## src/rtl/mcp3204_sequencer.sv

```systemverilog
// mcp3204_sequencer: periodic channel-sweep scheduler for the MCP3204 SPI ADC core.
// A prescaled sample tick starts a sweep over the channels enabled in ch_mask.
// Each enabled channel gets one conv_start/conv_done exchange with the ADC core.
// Each result is sent as one tagged AXI-Stream beat.
//
// Ports
//   aclk, resetn      clock, asynchronous active-low reset
//   enable            runs the sample-tick counter (0 holds it at 0)
//   ch_mask[3:0]      channel enables, latched at sweep start
//   clear_err         pulse clearing the sticky overrun/timeout flags
//   conv_start        one-cycle start pulse to the ADC core
//   conv_ch[1:0]      channel under conversion, stable start..done
//   conv_done         one-cycle result strobe from the ADC core
//   conv_data[11:0]   conversion result
//   m_axis_*          result stream: tdata = {2'b00, ch, sample}, tlast on last channel
//   overrun           sticky: tick arrived while a sweep was in progress
//   timeout           sticky: ADC core failed to answer within TIMEOUT_CYCLES
module mcp3204_sequencer #(
  parameter int unsigned PRESCALER_SAMPLE = 1000,
  parameter int unsigned PRESCALER_WIDTH  = 16,
  parameter int unsigned TIMEOUT_CYCLES   = 255
) (
  input  logic        aclk,
  input  logic        resetn,
  input  logic        enable,
  input  logic [3:0]  ch_mask,
  input  logic        clear_err,
  output logic        conv_start,
  output logic [1:0]  conv_ch,
  input  logic        conv_done,
  input  logic [11:0] conv_data,
  output logic [15:0] m_axis_tdata,
  output logic        m_axis_tvalid,
  input  logic        m_axis_tready,
  output logic        m_axis_tlast,
  output logic        overrun,
  output logic        timeout
);

  localparam int unsigned TimeoutWidth = (TIMEOUT_CYCLES > 1) ? $clog2(TIMEOUT_CYCLES) : 1;
  localparam logic [PRESCALER_WIDTH-1:0] TickLast = PRESCALER_WIDTH'(PRESCALER_SAMPLE - 1);
  localparam logic [TimeoutWidth-1:0]    TimeoutLast = TimeoutWidth'(TIMEOUT_CYCLES - 1);

  typedef enum logic [1:0] {StIdle, StStart, StConvert, StOutput} state_e;

  state_e                    state_q, state_d;
  logic [PRESCALER_WIDTH-1:0] cnt_q;
  logic                      tick_q;
  logic [3:0]                mask_q, mask_d;
  logic [1:0]                ch_q, ch_d;
  logic [11:0]               data_q, data_d;
  logic [TimeoutWidth-1:0]   to_cnt_q, to_cnt_d;
  logic                      overrun_q, timeout_q;
  logic                      set_to, set_ovr, advance;
  logic [3:0]                above;
  logic [2:0]                first_sel, next_sel;

  // Returns {found, index} of the lowest set bit.
  function automatic logic [2:0] first_set(input logic [3:0] m);
    logic [2:0] r;
    r = 3'b000;
    for (int i = 3; i >= 0; i--) begin
      if (m[i]) r = {1'b1, 2'(i)};
    end
    return r;
  endfunction

  // Channels of the latched mask strictly above the current one.
  assign above     = mask_q & (4'b1110 << ch_q);
  assign first_sel = first_set(ch_mask);
  assign next_sel  = first_set(above);

  // Tick is registered so the first one lands PRESCALER_SAMPLE cycles after enable rises.
  always_ff @(posedge aclk or negedge resetn) begin
    if (!resetn) begin
      cnt_q  <= '0;
      tick_q <= 1'b0;
    end else begin
      tick_q <= enable && (cnt_q == TickLast);
      if (!enable || (cnt_q == TickLast)) cnt_q <= '0;
      else                                cnt_q <= cnt_q + 1'b1;
    end
  end

  always_ff @(posedge aclk or negedge resetn) begin
    if (!resetn) begin
      state_q   <= StIdle;
      mask_q    <= '0;
      ch_q      <= '0;
      data_q    <= '0;
      to_cnt_q  <= '0;
      overrun_q <= 1'b0;
      timeout_q <= 1'b0;
    end else begin
      state_q   <= state_d;
      mask_q    <= mask_d;
      ch_q      <= ch_d;
      data_q    <= data_d;
      to_cnt_q  <= to_cnt_d;
      // A new set event wins over a simultaneous clear.
      overrun_q <= set_ovr | (overrun_q & ~clear_err);
      timeout_q <= set_to  | (timeout_q & ~clear_err);
    end
  end

  assign set_ovr = tick_q && (state_q != StIdle);

  always_comb begin
    state_d  = state_q;
    mask_d   = mask_q;
    ch_d     = ch_q;
    data_d   = data_q;
    to_cnt_d = to_cnt_q;
    set_to   = 1'b0;
    advance  = 1'b0;
    unique case (state_q)
      StIdle: begin
        if (tick_q && (ch_mask != 4'b0000)) begin
          mask_d  = ch_mask;
          ch_d    = first_sel[1:0];
          state_d = StStart;
        end
      end
      StStart: begin
        to_cnt_d = '0;
        state_d  = StConvert;
      end
      StConvert: begin
        if (conv_done) begin
          data_d  = conv_data;
          state_d = StOutput;
        end else if (to_cnt_q == TimeoutLast) begin
          set_to  = 1'b1;
          advance = 1'b1;
        end else begin
          to_cnt_d = to_cnt_q + 1'b1;
        end
      end
      StOutput: begin
        if (m_axis_tready) advance = 1'b1;
      end
      default: state_d = StIdle;
    endcase
    if (advance) begin
      if (next_sel[2]) begin
        ch_d    = next_sel[1:0];
        state_d = StStart;
      end else begin
        state_d = StIdle;
      end
    end
  end

  assign conv_start    = (state_q == StStart);
  assign conv_ch       = ch_q;
  assign m_axis_tvalid = (state_q == StOutput);
  assign m_axis_tlast  = m_axis_tvalid && (above == 4'b0000);
  assign m_axis_tdata  = {2'b00, ch_q, data_q};
  assign overrun       = overrun_q;
  assign timeout       = timeout_q;

endmodule

```

## config.mk

```make
export PLATFORM = sky130hd
export DESIGN_NAME = mcp3204_sequencer
export DESIGN_NICKNAME = d
export VERILOG_FILES = /design/src/rtl/mcp3204_sequencer.sv
export SDC_FILE = /design/constraint.sdc
export NUM_CORES = 1
export LEC_CHECK = 0
export CORE_MARGIN = 2
export CORE_UTILIZATION = 50
export CTS_CLUSTER_SIZE = 28
export DETAILED_ROUTE_END_ITERATION = 16
export HOLD_SLACK_MARGIN = 0.15
export PLACE_DENSITY = 0.87
export SYNTH_ARGS = -nofsm -noshare
export SYNTH_HDL_FRONTEND = slang
export SYNTH_SLANG_ARGS = --single-unit
```

## constraint.sdc

```tcl
create_clock -name aclk -period 2.6 [get_ports aclk]
set_input_delay 0.52 -clock aclk [delete_from_list [all_inputs] [get_ports aclk]]
set_output_delay 0.52 -clock aclk [all_outputs]
set_load 0.01 [all_outputs]
```

==> summary.md, run 1 <==
| Metric | Value |
|---|---|
| Status | `complete, no violations` |
| Port Buf Inserts | `42` |
| Logic pwr share | `approximately 40%` |
| WL/cell | `~14 um` |
| Sink Count | `46` |
| Post-cts resize count | `0` |
| Detailed Route Iter0 Violations | `120` |
| Core Region | `about 4400 um^2` |
| Initial core utilization | `between 50% and 60%` |
| Height of the die | `between 70 and 80 um` |
| Length of routed wiring on met1 | `2040 um` |
| Share of layout cells above drive strength 1 | `between 10 and 15%` |
| Post-synth top area share | `just under 50%` |
| Distinct cells, synth | `45` |
| CTS tree | `built` |
| # rows | `24` |
| Clock Path Buffers | `2` |
| Fmax | `442 MHz` |
| Worst vdd rail ir drop | `about 0.62 mV` |
| Die area | `approximately 5200 um^2` |
| Int Power | `approximately 1.6 mW` |
| WL final | `4590 um` |
| Vias in the first global route | `1847` |
| Worst relative slew slack | `slightly below 60%` |
| CTS buffer count | `5` |
| Area Overhead vs Synth | `23.8%` |
| Critical Path RT | `approximately 2100 ps` |
| Hold/Removal Path Class | `reg -> reg` |
| Setup TNS Final | `0 ps` |
| Yosys reg bits | `46` |
| Synth Flop Type | `dfrtp_1` |
| Wire length on met2 | `approximately 2300 um` |
| CP max stage cell | `dfrtp_1` |
| Initial antenna violation count | `0` |
| CTS clock-pin slew for the worst setup and hold paths | `80 ps` |
| DR pass1 iterations | `4` |
| Die width | `between 70 and 80 um` |
| Max Fanout on Critical Path | `10` |
| Clock power frac | `a little under a fifth` |
| H-Tree Depth | `2` |
| Layout Nets | `roughly 300` |
| Avg Inst Size Synth | `10.3 um^2` |
| Max layer used | `met4` |
| Most frequent cells in the layout | `46 x dfrtp_1, 41 x clkdlybuf4s50_1, 20 x nor2_1` |
| Finished Core Util | `about 65%` |
| CP Launch Type | `flip-flop` |
| Synthesized area | `2340 um^2` |
| Largest net degree at the start of global routing | `22` |
| LEAKAGE | `around 1.2 nW` |
| Post-cts hold buffer count | `1` |
| Clk Latency, worst-skew pair | `~290 ps` |
| Met3 WL post-DR | `between 200 and 250 um` |
| P_sw | `roughly 750 uW` |
| Final Skew | `~4.3 ps` |
| YS warnings | `0` |
| Worst path max stage delay | `~480 ps` |
| Design area | `around 2900 um^2` |
| Worst Setup End Kind | `output pin` |
| Yosys top cell by area | `dfrtp_1` |
| Async S/R FF share, synth | `between 90% and 100%` |
| Most area-consuming cells after synthesis | `dfrtp_1 49%, mux2_2 5.8%, ha_1 4.8%` |
| DR vias/cell | `5.67` |
| GPL Wtd Cong | `between 0.8 and 0.9` |
| Placed cell area | `about 2800 um^2` |
| Sw Share | `between 30% and 40%` |
| Sequential fraction of the synthesis area | `roughly half` |
| Data arrival, critical path | `approximately 1700 ps` |
| Tightest Pin Transition | `630 ps` |
| DR vias | `1832` |
| Power per Cell Area | `803 nW/um^2` |
| Mapped Cells | `226` |
| Worst Hold Slack | `approximately 480 ps` |
| Root Driver | `clkbuf_8` |
| Max-slew violation count | `0` |
| N_diodes | `0` |
| Post-CTS Setup Bufs | `0` |
| Leading cell type in the layout, fill and taps excluded | `dfrtp_1` |
| I/O pin count | `45` |
| Setup violations, final | `0` |
| Detail Route Antenna Nets | `0` |
| Wire length of the first global-routing pass | `~8100 um` |
| Max Cap Viol | `0` |
| Final hold violations | `0` |
| Power share of the sequential group | `41.7%` |
| DRC Markers | `0` |
| Final period util | `roughly 87%` |
| CP Class | `reg -> out` |
| GRT Total Usage | `roughly 20%` |
| Tmin final | `~2300 ps` |
| DP Wirelength | `between 3000 and 4000 um` |
| RSZ-0062 raised after global routing | `no` |
| Post-synth EDFFs | `0` |
| Total gr overflow | `0` |
| CP cell instances | `o21a_1 -> o221a_2 -> clkdlybuf4s50_1` |
[state kept, by name, summed over array words and instances (netlist names)]
name and flops:
conv_ch 2, data_q 12, mask_q 3, to_cnt_q 8, overrun 1, timeout 1
state_q 2, cnt_q 16, tick_q 1
[stage by stage]
step	std cells	total power, mW	worst slack (ps)
floorplan	227	1.49	747
global placement	316	1.89	242
detailed placement	316	1.92	191
CTS	323	2.35	336
global route	323	2.49	254
finish	323	2.33	338
[cell type report]
cell class / instances / area (um^2)
timing repair buffer: 47 / 455
tap: 52 / 65.1
clock buffer: 6 / 82.6
sequential: 46 / 1150
fill: 347 / 1550
inverter: 15 / 56.3
multi-input combinational: 157 / 1080
[metal layers]
metal / GRT usage [%] / up-vias
li1: - / 908
met1: 23.8 / 868
met2: 34.0 / 49
met3: 5.69 / 7
met4: 6.17 / 0
met5: 0 / -
[cell families (layout without fill, tap and decap cells)]
logic type	after synthesis	count (layout)	share of synthesized area (%)
XOR/XNOR	12	12	4.49
AND/OR/NAND/NOR	71	71	16.3
AO/OA/AOI/OAI	50	50	14.3
adder cells (fa/ha/maj)	9	9	4.82
other	1	2	0.160
buffers and inverters	24	68	4.55
flip-flops	46	46	49.2
multiplexers	13	13	6.21
[power groups by stage]
stage	registers, mW	clock network (mW)	logic [mW]
floorplan	1.01	0	0.482
global placement	0.973	0	0.914
detailed placement	0.985	0	0.935
CTS	0.971	0.435	0.945
global route	0.995	0.477	1.02
finish	0.970	0.420	0.935
[synth_stat cells (2+ instances only)]
cell       n
or4_1      2
inv_1     15
mux2_2    12
a21oi_1    7
o21a_1     3
nand4_1    9
o221a_2    2
ha_1       9
nor2_1    20
o31ai_1    6
o211ai_1   2
nand3_1    6
xnor2_1    5
clkbuf_1   4
o21ai_0   16
xor2_1     7
o22ai_1    5
and3_1     4
nor4_1     6
nand2_1   12
dfrtp_1   46
and2_0     2
buf_4      4
[critical path: cells and delay by family (launching register included)]
kind | cells | cell delay [ps]
compound gates | 2 | 500
buf+inv | 1 | 470
flops | 1 | 480
[path summary, 6_finish.rpt]
check                                        from                 endpoint  slack (ps)  depth (start not counted)
setup / recovery             conv_ch[1]$_DFF_PN0_             m_axis_tlast         340                          3
hold / removal                 cnt_q[0]$_DFF_PN0_       cnt_q[0]$_DFF_PN0_         480                          1
setup reg to reg           state_q[0]$_DFFE_PN0P_  to_cnt_q[1]$_DFFE_PN0P_         640                          6
hold reg to reg                cnt_q[0]$_DFF_PN0_       cnt_q[0]$_DFF_PN0_         480                          1
min in group asynchronous                  resetn    data_q[4]$_DFFE_PN0P_         640                          2
max in group asynchronous                  resetn  to_cnt_q[1]$_DFFE_PN0P_        1400                          3
Power figures use the tool's default switching activity.
==> run 2: changes to the inputs <==
--- a/config.mk
+++ b/config.mk
@@ -5,12 +5,13 @@
 export SDC_FILE = /design/constraint.sdc
 export NUM_CORES = 1
 export LEC_CHECK = 0
+export CORE_ASPECT_RATIO = 1.2
 export CORE_MARGIN = 2
 export CORE_UTILIZATION = 50
 export CTS_CLUSTER_SIZE = 28
 export DETAILED_ROUTE_END_ITERATION = 16
 export HOLD_SLACK_MARGIN = 0.15
-export PLACE_DENSITY = 0.87
+export PLACE_DENSITY = 0.77
 export SYNTH_ARGS = -nofsm -noshare
 export SYNTH_HDL_FRONTEND = slang
 export SYNTH_SLANG_ARGS = --single-unit
==> constraint.sdc (replaced) <==
create_clock -name aclk -period 2.6 [get_ports aclk]
set_input_delay 0.39 -clock aclk [delete_from_list [all_inputs] [get_ports aclk]]
set_output_delay 0.39 -clock aclk [all_outputs]
set_load 0.01 [all_outputs]
==> run 2 against run 1 <==
Against the previous run: clock power increased by 5%; combinational power down 1%; critical path depth up 3; non-clock buffer count down 2; fmax rose by 4.2%; sequential cell count stayed put; clock skew increased by 4.4 ps; first-iteration DRC count grew 31%; largest power group unchanged; final cell count grew 1.9%; register-to-register slack worse by 210 ps; setup slack improved by 92 ps; sequential share of layout area barely moved.
==> summary.md, run 2 (synthesis gave the netlist of run 1 again) <==
| Metric | Value |
|---|---|
| Final hold violations | `0` |
| Die width | `~66 um` |
| Grt met3 use | `roughly 4.4%` |
| Total gr overflow | `0` |
| Setup TNS Final | `0 ps` |
| CTS buffer count | `5` |
| Detail Route Antenna Nets | `0` |
| Most frequent cells in the layout | `46 x dfrtp_1, 41 x clkdlybuf4s50_1, 20 x nor2_1` |
| Place WS | `roughly 460 ps` |
| Worst Setup End Kind | `flip-flop` |
| Sink Count | `between 40 and 50` |
| DR vias | `about 1800` |
| CP max stage cell | `o21ai_0` |
| Largest net degree at the start of global routing | `47` |
| # rows | `27` |
| CP Buf/Inv Count | `1` |
| H-Tree Depth | `2` |
| Finished Core Util | `approximately 63%` |
| WL/cell | `14.2 um` |
| Register Area | `approximately 1200 um^2` |
| Worst r2r src | `state_q[0]$_DFFE_PN0P_` |
| Met2 Use GR | `around 34%` |
| Final period util | `roughly 83%` |
| Worst relative slew slack | `a little over 60%` |
| GPL Wtd Cong | `roughly 0.8` |
| Clock Path Buffers | `2` |
| I/O pin count | `45` |
| CP Launch Type | `flip-flop` |
| WL final | `4670 um` |
| Die area | `about 5200 um^2` |
| CTS clock-pin slew for the worst setup and hold paths | `approximately 80 ps` |
| Leading cell type in the layout, fill and taps excluded | `dfrtp_1` |
| Vias in the first global route | `~1800` |
| Fmax | `approximately 460 MHz` |
| Root Driver | `clkbuf_8` |
| Hold/Removal Path Class | `in -> async` |
| Data arrival, critical path | `roughly 2400 ps` |
| Worst Slack Setup Final | `between 400 and 500 ps` |
| Layout Nets | `about 300` |
| Top delay family on crit path | `compound AO/OA/AOI/OAI gates` |
| Area used by multi-input combinational logic | `between 1000 and 1500 um^2` |
| LEAKAGE | `1.21 nW` |
| Post-cts hold buffer count | `0` |
| Share of layout cells above drive strength 1 | `between 10% and 20%` |
| Detailed Route Iter0 Violations | `157` |
| RSZ-0062 raised after global routing | `no` |
| Layer with the highest usage | `met2` |
| GRT Total Usage | `roughly a fifth` |
| Final Skew | `8.64 ps` |
| Max-slew violation count | `0` |
| Max FFs per register | `16` |
| Height of the die | `78.9 um` |
| # fillers | `roughly 380` |
| Top reg by flops | `cnt_q` |
| DR vias/cell | `about 5.5` |
| Grt met1 use | `25.7%` |
| CP cell instances | `inv_1 -> ha_1 -> nand4_1 -> o21ai_0 -> o31ai_1 -> a22o_1` |
| Post-CTS Setup Bufs | `0` |
| DRC Markers | `0` |
| Tightest Pin Transition | `579 ps` |
| Wire length of the first global-routing pass | `8140 um` |
| Status | `complete, no violations` |
| Power per Cell Area | `around 810 nW/um^2` |
| Worst path max stage delay | `around 500 ps` |
| Port Buf Inserts | `42` |
| Initial core utilization | `between 50% and 60%` |
| R2R Setup Slk | `430 ps` |
| Post-cts resize count | `0` |
| Area Overhead vs Synth | `23.8%` |
| Max Fanout on Critical Path | `11` |
| Top flop regs | `cnt_q: 16 flops, data_q: 12 flops, to_cnt_q: 8 flops` |
| DP Wirelength | `3290 um` |
| Reg-to-Reg End | `to_cnt_q[1]$_DFFE_PN0P_` |
| Worst-case reg-to-reg path depth | `6` |
| CP Class | `reg -> reg` |
| CTS tree | `built` |
| Initial antenna violation count | `0` |
| DR pass1 iterations | `5` |
| Max Cap Viol | `0` |
| N_diodes | `0` |
| Tmin final | `~2200 ps` |
| Setup violations, final | `0` |
| Core Region | `roughly 4600 um^2` |
| Worst vdd rail ir drop | `between 0.4 and 0.5 mV` |
| Clk Latency, worst-skew pair | `300 ps` |
| Critical Path RT | `about 2800 ps` |
-- run 2: power by group --
part / total, mW / leakage [nW] / internal, mW / switching, mW
Clock: 0.439 / 0.0482 / 0.214 / 0.225
Sequential: 0.967 / 0.598 / 0.854 / 0.113
Combinational: 0.925 / 0.564 / 0.514 / 0.411
Total: 2.33 / 1.21 / 1.58 / 0.748
-- run 2: stage by stage --
| step | total power, mW | hold slack (ps) | cell area [um^2] | std cells |
|---|---|---|---|---|
| after floorplan | 1.49 | 94.4 | 2340 | 227 |
| after global placement | 1.88 | 467 | 2800 | 321 |
| after detailed placement | 1.91 | 474 | 2800 | 321 |
| after CTS | 2.36 | 184 | 2890 | 329 |
| after global routing | 2.49 | 228 | 2890 | 329 |
| final | 2.33 | 172 | 2890 | 329 |
-- run 2: layer usage --
layer  up-vias  part of all wire (%)
li1        903                     -
met1       888                    44
met2        27                    52
met3         6                   2.7
met4         0                   1.3
met5         -                     0
-- run 2: worst reg2reg max path: stages, from the launching register on --
cell and delay (ps):
dfrtp_1 430, inv_1 120, ha_1 370, nand4_1 350
o21ai_0 490, o31ai_1 110, a22o_1 190
-- run 2: worst max path at each step --
| stage | from | end | slack [ps] | cells past startpoint |
|---|---|---|---|---|
| finish | state_q[0]$_DFFE_PN0P_ | to_cnt_q[1]$_DFFE_PN0P_ | 430 | 6 |
| global placement | state_q[0]$_DFFE_PN0P_ | to_cnt_q[1]$_DFFE_PN0P_ | 530 | 6 |
| detailed placement | state_q[0]$_DFFE_PN0P_ | to_cnt_q[1]$_DFFE_PN0P_ | 460 | 6 |
| floorplan | state_q[0]$_DFFE_PN0P_ | data_q[0]$_DFFE_PN0P_ | 750 | 6 |
| global route | state_q[0]$_DFFE_PN0P_ | to_cnt_q[6]$_DFFE_PN0P_ | 210 | 6 |
| CTS | state_q[0]$_DFFE_PN0P_ | to_cnt_q[1]$_DFFE_PN0P_ | 450 | 6 |
-- run 2: area by class of cell --
class	count	share of cell area [%]
Clock buffer	7	2.98
Clock inverter	1	0.173
Inverter	15	1.95
Multi-Input combinational cell	157	37.5
Sequential cell	46	39.8
Tap cell	58	2.51
Timing Repair Buffer	45	15.1
